==> src/rtl/instruction_fetch_unit.sv <==
// ---------------------------------------------------------------------------
// instruction_fetch_unit
//
// Program-counter and fetch stage sitting directly in front of an
// asynchronous-read instruction memory. The PC register drives the memory
// address. The instruction that comes back is captured in the same cycle into
// a small FIFO, the fetch queue. The queue head is offered to decode over a
// valid/ready handshake. A taken branch or jump (redirect) flushes the queue
// and reloads the PC.
//
// Optional feature macro: IFETCH_BOUNDS_CHECK_EN
//   When it is defined, a fetch from a PC at or beyond IMEM_WORDS*4 is
//   refused. The unit parks in a FAULT state with fetch_fault raised until the
//   next redirect. When it is undefined there is no FAULT state, fetch_fault
//   is tied low, and out-of-range addresses are fetched as they are.
//
// Parameters
//   RESET_PC     PC loaded on reset
//   QUEUE_DEPTH  fetch-queue entries (power of two, 2..8)
//   IMEM_WORDS   instruction-memory size in 32-bit words (bounds check only)
//
// Ports
//   clk             rising-edge clock
//   rst             asynchronous, active-low reset
//   imem_addr       byte address to instruction memory (the PC register)
//   imem_instr      instruction returned combinationally for imem_addr
//   redirect_valid  branch/jump taken this cycle
//   redirect_pc     redirect target; bits [1:0] are ignored
//   fe_valid        queue head is valid
//   fe_ready        decode accepts the head this cycle
//   fe_instr        instruction at the queue head
//   fe_pc           PC of fe_instr
//   fetch_fault     out-of-range fetch detected (bounds-check build only)
// ---------------------------------------------------------------------------
module instruction_fetch_unit #(
  parameter logic [31:0] RESET_PC    = 32'h0000_0000,
  parameter int unsigned QUEUE_DEPTH = 2,
  parameter int unsigned IMEM_WORDS  = 256
) (
  input  logic        clk,
  input  logic        rst,
  output logic [31:0] imem_addr,
  input  logic [31:0] imem_instr,
  input  logic        redirect_valid,
  input  logic [31:0] redirect_pc,
  output logic        fe_valid,
  input  logic        fe_ready,
  output logic [31:0] fe_instr,
  output logic [31:0] fe_pc,
  output logic        fetch_fault
);

  localparam int unsigned PTR_W = $clog2(QUEUE_DEPTH);
  localparam int unsigned CNT_W = PTR_W + 1;

  localparam logic [CNT_W-1:0] DEPTH_C    = CNT_W'(QUEUE_DEPTH);
  localparam logic [CNT_W-1:0] CNT_ZERO_C = {CNT_W{1'b0}};
  localparam logic [CNT_W-1:0] CNT_ONE_C  = CNT_W'(1'b1);
  localparam logic [PTR_W-1:0] PTR_ZERO_C = {PTR_W{1'b0}};
  localparam logic [PTR_W-1:0] PTR_ONE_C  = PTR_W'(1'b1);

  // Reject configurations that the pointer arithmetic cannot support.
  if ((QUEUE_DEPTH < 32'd2) || (QUEUE_DEPTH > 32'd8) ||
      ((QUEUE_DEPTH & (QUEUE_DEPTH - 32'd1)) != 32'd0) || (IMEM_WORDS == 32'd0)) begin : g_bad_params
    $error("instruction_fetch_unit: QUEUE_DEPTH must be a power of two in 2..8 and IMEM_WORDS non-zero");
  end

`ifdef IFETCH_BOUNDS_CHECK_EN
  typedef enum logic [1:0] {
    ST_BOOT  = 2'd0,
    ST_RUN   = 2'd1,
    ST_FAULT = 2'd2
  } state_e;

  localparam logic [32:0] IMEM_BYTES_C = 33'(IMEM_WORDS) << 2;
`else
  typedef enum logic [1:0] {
    ST_BOOT = 2'd0,
    ST_RUN  = 2'd1
  } state_e;
`endif

  state_e             state_q, state_d;
  logic [31:0]        pc_q, pc_d;
  logic [CNT_W-1:0]   count_q, count_d;
  logic [PTR_W-1:0]   head_q, head_d;
  logic [PTR_W-1:0]   tail_q, tail_d;
  logic [31:0]        q_pc_q    [QUEUE_DEPTH];
  logic [31:0]        q_instr_q [QUEUE_DEPTH];
`ifdef IFETCH_BOUNDS_CHECK_EN
  logic               fault_q, fault_d;
  logic               oob_s;
`endif

  logic               push_s;
  logic               pop_s;
  logic               full_s;
  logic               redirect_act_s;
  logic [31:0]        target_s;

  // The head entry is valid whenever the queue holds anything. Data comes
  // straight from queue registers, so nothing from imem_instr reaches decode
  // combinationally.
  assign fe_valid  = (count_q != CNT_ZERO_C);
  assign fe_pc     = q_pc_q[head_q];
  assign fe_instr  = q_instr_q[head_q];
  assign imem_addr = pc_q;

  assign pop_s          = fe_valid & fe_ready;
  assign full_s         = (count_q == DEPTH_C);
  // A redirect is ignored during BOOT. It is honoured in every other state.
  assign redirect_act_s = redirect_valid & (state_q != ST_BOOT);
  assign target_s       = redirect_pc & 32'hFFFF_FFFC;

`ifdef IFETCH_BOUNDS_CHECK_EN
  assign oob_s       = ({1'b0, pc_q} >= IMEM_BYTES_C);
  assign fetch_fault = fault_q;
`else
  assign fetch_fault = 1'b0;
`endif

  // Next-state logic. A redirect overrides everything. Otherwise the state
  // decides whether to push, and the queue bookkeeping follows from push/pop.
  always_comb begin
    state_d = state_q;
    pc_d    = pc_q;
    count_d = count_q;
    head_d  = head_q;
    tail_d  = tail_q;
    push_s  = 1'b0;
`ifdef IFETCH_BOUNDS_CHECK_EN
    fault_d = fault_q;
`endif
    if (redirect_act_s) begin
      // Flush: any same-cycle pop is dropped together with the queue contents.
      state_d = ST_RUN;
      pc_d    = target_s;
      count_d = CNT_ZERO_C;
      head_d  = PTR_ZERO_C;
      tail_d  = PTR_ZERO_C;
`ifdef IFETCH_BOUNDS_CHECK_EN
      fault_d = 1'b0;
`endif
    end else begin
      case (state_q)
        ST_BOOT: begin
          state_d = ST_RUN;
        end
        ST_RUN: begin
`ifdef IFETCH_BOUNDS_CHECK_EN
          if (oob_s) begin
            state_d = ST_FAULT;
            fault_d = 1'b1;
          end else begin
            // A full queue can still accept a push if the head leaves this cycle.
            push_s = ~full_s | pop_s;
          end
`else
          push_s = ~full_s | pop_s;
`endif
        end
`ifdef IFETCH_BOUNDS_CHECK_EN
        ST_FAULT: begin
          // Already-queued entries keep draining; only a redirect leaves FAULT.
          state_d = ST_FAULT;
        end
`endif
        default: begin
          state_d = ST_BOOT;
        end
      endcase

      if (push_s) begin
        pc_d   = pc_q + 32'd4;
        tail_d = tail_q + PTR_ONE_C;
      end else begin
        pc_d   = pc_q;
        tail_d = tail_q;
      end

      if (pop_s) begin
        head_d = head_q + PTR_ONE_C;
      end else begin
        head_d = head_q;
      end

      case ({push_s, pop_s})
        2'b10:   count_d = count_q + CNT_ONE_C;
        2'b01:   count_d = count_q - CNT_ONE_C;
        default: count_d = count_q;
      endcase
    end
  end

  // State, PC, pointer and queue-storage registers
  always_ff @(posedge clk or negedge rst) begin
    if (!rst) begin
      state_q <= ST_BOOT;
      pc_q    <= RESET_PC;
      count_q <= CNT_ZERO_C;
      head_q  <= PTR_ZERO_C;
      tail_q  <= PTR_ZERO_C;
`ifdef IFETCH_BOUNDS_CHECK_EN
      fault_q <= 1'b0;
`endif
      for (int i = 0; i < int'(QUEUE_DEPTH); i++) begin
        q_pc_q[i]    <= 32'h0000_0000;
        q_instr_q[i] <= 32'h0000_0000;
      end
    end else begin
      state_q <= state_d;
      pc_q    <= pc_d;
      count_q <= count_d;
      head_q  <= head_d;
      tail_q  <= tail_d;
`ifdef IFETCH_BOUNDS_CHECK_EN
      fault_q <= fault_d;
`endif
      if (push_s) begin
        q_pc_q[tail_q]    <= pc_q;
        q_instr_q[tail_q] <= imem_instr;
      end
    end
  end

endmodule
==> config.mk <==
export PLATFORM = sky130hd
export DESIGN_NAME = instruction_fetch_unit
export DESIGN_NICKNAME = d
export VERILOG_FILES = /design/src/rtl/instruction_fetch_unit.sv
export SDC_FILE = /design/constraint.sdc
export NUM_CORES = 1
export LEC_CHECK = 0
export ABC_AREA = 1
export CELL_PAD_IN_SITES_DETAIL_PLACEMENT = 0
export CELL_PAD_IN_SITES_GLOBAL_PLACEMENT = 1
export CORE_UTILIZATION = 25
export CTS_BUF_LIST = sky130_fd_sc_hd__clkbuf_16
export CTS_CLUSTER_SIZE = 16
export DETAILED_ROUTE_END_ITERATION = 6
export GPL_TIMING_DRIVEN = 1
export PLACE_DENSITY = 0.66
export SETUP_SLACK_MARGIN = 0.1
export SLEW_MARGIN = 20
export SYNTH_ARGS = -nofsm -noshare
export SYNTH_HDL_FRONTEND = slang
export SYNTH_SLANG_ARGS = --single-unit
==> constraint.sdc <==
create_clock -name clk -period 1.5 [get_ports clk]
set_clock_uncertainty 0.2 [all_clocks]
set_input_delay 0.225 -clock clk [delete_from_list [all_inputs] [get_ports clk]]
set_output_delay 0.225 -clock clk [all_outputs]
set_load 0.01 [all_outputs]
Yosys cells after proc, flatten, opt, wreduce, memory -nomap -nowiden
Cells that the tools add are included.

Equal/unequal tests: 5. Add/sub/neg operators: 5. Bitwise logic cells: 6. Multiplexer cells: 23. Order comparisons: 3. Reductions and logical operators: 7.

Operators with widths (number): 32-bit 2-to-1 mux (9); 64-bit bitwise mux (2); 32-bit by 3-bit adder with 32-bit output, second input constant (1); 32-bit demux with 1-bit select (1); 2-bit case mux with 2 select lines (2); 2-bit nonzero test (4); 1-bit 2-to-1 mux (7); 2-bit by 1-bit == test with 1-bit output, second input constant (2); 2-bit == test, second input constant (2); 2-bit greater-or-equal comparator, second input constant (2); 2-bit 2-to-1 mux (2); 1-bit NOT with 2-bit output (2); 3-bit nonzero test (1); 1-bit adder, second input constant (2); 2-bit by 1-bit adder with 2-bit output, second input constant (1); 1-bit bitwise AND (2); 2-bit logical NOT (1); 2-bit by 1-bit less-than comparator with 1-bit output, second input constant (1); 2-bit != test, second input constant (1); 2-bit by 1-bit subtractor with 2-bit output, second input constant (1); 1-bit logical AND (1); 1-bit NOT (1); 1-bit OR (1).

Input port bits: 68. Bits in registers: 166. Logic and storage cells: 58.

Depth between registers and ports, before layout
Depth after elaboration: 8. Gate-level depth with buffers: 10. Depth with buffers taken out: 10.

Least setup slack after synthesis
OpenSTA, ideal clock, no wires.

Path type: register -> register. Start point: register pc_q[3], in the netlist imem_addr[3]. End point: register pc_q[22], in the netlist imem_addr[22]. Data required time: 1.183 ns. Cell stages (with the launch flop): 11. Data arrival time: 1.406 ns. Path slack: -0.222 ns. Period minus slack after synthesis: 1.722 ns. Buffers on the path: 0. Path through: dfrtp_1 -> ha_1 -> nand2_1 -> nor2_1 -> nand2_1 -> nor2_2 -> nand2_1 -> nand2_1 -> nand2_1 -> nand2_1 -> nand2_1.

Word-level cells in the longest chain between the ends: 3.

RTL lines: start, declared (RTL line 84) `logic [31:0] pc_q, pc_d;`; start signal, assigned (RTL line 212) `pc_q <= pc_d;`; 32-bit by 3-bit adder with 32-bit output (RTL line 174) `pc_d = pc_q + 32'd4;`; 32-bit 2-to-1 mux (RTL line 173) `if (push_s) begin`; 32-bit 2-to-1 mux (RTL line 134) `if (redirect_act_s) begin`.

No other way between the ends. The select of a mux whose other input is x is not followed. A chain may end at the register's enable or synchronous reset.

Worst setup path after layout
Start point: register head_q. End point: output port fe_instr[13].

Word-level cells in the longest chain between the ends: 4.

RTL lines: start, declared (RTL line 86) `logic [PTR_W-1:0] head_q, head_d;`; start signal, assigned (RTL line 201) `head_q <= PTR_ZERO_C;`; start signal, assigned (RTL line 214) `head_q <= head_d;`; 1-bit NOT with 2-bit output (not written as such) (RTL line 106) `assign fe_instr = q_instr_q[head_q];`; 32-bit 2-to-1 mux (not written as such) (3 in a row) (RTL line 106); end, declared (RTL line 48) `output logic [31:0] fe_instr,`.

No other way between the ends. The select of a mux whose other input is x is not followed.

==> impl_metrics.json <==
{
  "crit-reg2reg-launch": "count_q[1]$_DFFE_PN0P_",
  "reg2reg_to": "q_instr_q[40]$_DFFE_PN0P_",
  "diodes": 0,
  "ir_drop_mv": 0.8260,
  "finalWeightedCongestion": 0.8204,
  "tns_ns": -81.27,
  "startpoint": "head_q$_DFFE_PN0P_",
  "coreArea_mm2": 0.03156,
  "start_util": 0.2540,
  "critical_path_class": "reg -> out",
  "ant_nets": 0,
  "num_rows": 65,
  "syn_avg_cell_area_um2": 7.546,
  "maxCapViolations": 0,
  "ff2ff_path_depth": 10,
  "path_clk_slew_ns": 0.08,
  "synth_ff_type": "dfrtp_1",
  "fin_area_mm2": 0.01535,
  "h-tree-depth": 4,
  "synth_cells": 1062,
  "die_height_um": 181.0,
  "die_area_mm2": 0.03278,
  "final_hold_viol_count": 0,
  "drive_gt1_frac": 0.5542,
  "viasPerCell": 4.632,
  "fin_util": 0.4866,
  "port-buffer-count": 158,
  "rsz0062_at_grt": "yes",
  "insertion_delay_ns": 0.44,
  "p_leak_uw": 0.007450,
  "synth_edf_count": 0,
  "arrival_ns": 1.68,
  "ff2ff_setup_slack_ns": -0.38,
  "clock-sinks": 159,
  "failed_checks": "negative setup slack",
  "clockBufferDepth": 2,
  "drt-total-wl_mm": 35.70,
  "yosys_warnings": 0,
  "dr.pass1.iters": 5,
  "io_pins": 166,
  "grt_pass1_wl_mm": 46.30,
  "fin_ws_ns": -0.6029,
  "cp-end-kind": "primary output",
  "antenna_found_initial": 0,
  "cts_tree": "done",
  "hpwl_mm": 18.11,
  "grt-ovfl-total": 0,
  "drc": 0,
  "max_freq_mhz": 475.5,
  "synth_area_leader_cell": "dfrtp_1",
  "fp.dieW_um": 181.0,
  "vias": 8699,
  "area_growth_pct": 91.59,
  "syn-cell-area_mm2": 0.008014,
  "critPathMaxFanout": 11,
  "crit_end": "fe_instr[13]",
  "cts-root-buf": "clkbuf_16",
  "fill_cells": 2891,
  "fin_crit_sh": 1.402,
  "synth_cell_type_count": 31,
  "synth_top_area_share": 0.4965,
  "grt_usage": 0.1827,
  "worstSetupStartpointType": "flip-flop",
  "seq_area_frac_synth": 0.4965,
  "min_period_ns": 2.103,
  "holdCritPathClass": "in -> async",
  "finalMaxSlewViolations": 0,
  "required_ns": 1.07,
  "setup_viol": 234,
  "cts_buffers": 17,
  "grt_max_degree": 43,
  "ys_async_sr_fraction": 1.000,
  "drt_iter0_drc": 519,
  "power_density_mw_per_mm2": 1678,
  "finalNetCount": 1532,
  "grt_pass1_vias": 8272,
  "status": "finished, violations left",
  "synth-seq-cells": 159,
  "placed_cell_area_mm2": 0.01118,
  "wl_per_cell_um": 19.01,
  "synthTopCellsByArea": "dfrtp_1 (50%), nand2_1 (18%), inv_1 (5.9%)"
}
[worst min path at each step]
stage | endpoint | cells past startpoint | slack [ns] | from
2_1_floorplan | count_q[0]$_DFFE_PN0P_ | 0 | -0.27 | rst
3_3_place_gp | q_instr_q[21]$_DFFE_PN0P_ | 1 | -0.06 | rst
3_5_place_dp | q_instr_q[21]$_DFFE_PN0P_ | 1 | -0.04 | rst
4_1_cts | q_instr_q[21]$_DFFE_PN0P_ | 2 | 0.05 | rst
5_1_grt | q_instr_q[21]$_DFFE_PN0P_ | 2 | 0.04 | rst
6_report | q_instr_q[21]$_DFFE_PN0P_ | 2 | 0.04 | rst
[power breakdown]
group	switching, µW	leakage (µW)	total, µW	internal [µW]
clock	2190	0.000283	4560	2370
combinational	6980	0.00518	14200	7210
sequential	1110	0.00198	7020	5910
[state kept, by name (all words and copies together), names as in the netlist]
register	flops
imem_addr	30
head_q	1
tail_q	1
q_instr_q	64
count_q	2
q_pc_q	60
state_q	1
[cells in the final DEF (no fill, tap or decap), types with 38 or more instances in the layout]
cell type	count
buf_12	41
buf_2	59
buf_4	133
buf_6	92
clkbuf_16	38
clkdlybuf4s50_1	64
dfrtp_1	136
inv_1	120
nand2_1	195
nand2_2	115
nand2_4	88
nand3_1	40
o21ai_1	43
o21ai_2	131
[cells in the mapped netlist (2+ instances only)]
cell type and n:
buf_6 9, inv_1 125, o21ai_1 80, inv_2 2, nand3_1 56, nand2_1 390
dfrtp_1 159, o21ai_2 11, o21ai_0 91, xor2_1 11, nor2_1 51, o21bai_1 2
o211ai_1 6, buf_2 12, clkbuf_1 21, nand2_2 9, conb_1 2, buf_4 11
clkinv_1 2
[cell families (layout without fill, tap and decap cells)]
kind of cell             count (synthesis)  count (layout)  share of synthesized area
adder cells (fa/ha/maj)                  1               1                   0.001561
XOR/XNOR                                11              11                    0.01202
AND/OR/NAND/NOR                        510             512                     0.2546
AO/OA/AOI/OAI                          194             194                     0.1307
buffers and inverters                  185             593                     0.1037
flip-flops                             159             159                     0.4965
other                                    2               6                  0.0009371
[metal layers]
layer / vias up / GRT usage / routed length (µm)
met5: - / 0 / 0
met4: 0 / 0.04814 / 658
met3: 51 / 0.03588 / 1524
met2: 249 / 0.3123 / 18240
met1: 4256 / 0.2348 / 15280
li1: 4143 / - / -
[critical path, cell delays in order (launching register included)]
cell      delay, ns
dfrtp_1        0.41
clkinv_4       0.12
buf_12         0.15
buf_16         0.15
buf_8          0.14
o21ai_2        0.12
buf_2          0.15
[stage by stage]
stage / instances / hold slack (ns) / power, µW / setup slack (ns)
2_1_floorplan: 1066 / -0.2706 / 10780 / -0.09137
4_1_cts: 1823 / 0.05027 / 22760 / -0.5854
6_report: 1878 / 0.03533 / 25770 / -0.6029
5_1_grt: 1878 / 0.04045 / 27160 / -0.6571
3_3_place_gp: 1703 / -0.05712 / 15890 / -0.4777
3_5_place_dp: 1703 / -0.04291 / 15970 / -0.4981
[cell type report]
| cell class | instances | area [µm²] | share of cell area |
|---|---|---|---|
| multi-input combinational | 724 | 4959 | 0.3230 |
| timing repair buffer | 432 | 4792 | 0.3121 |
| sequential | 159 | 4008 | 0.2610 |
| clock inverter | 15 | 162.7 | 0.01059 |
| tap | 402 | 503.0 | 0.03276 |
| inverter | 129 | 504.2 | 0.03284 |
| clock buffer | 17 | 425.4 | 0.02771 |
[what timing repair did]
action / in CTS / in global routing
buffers inserted: 75 / 41
hold buffers: 1 / 0
resized for setup: 674 / 419
pin swaps: 46 / 76
gates cloned: 13 / 33
hold endpoints to repair: 159 / 0
setup endpoints to repair: 250 / 251
Note: power is estimated with default switching activity, not from simulation.
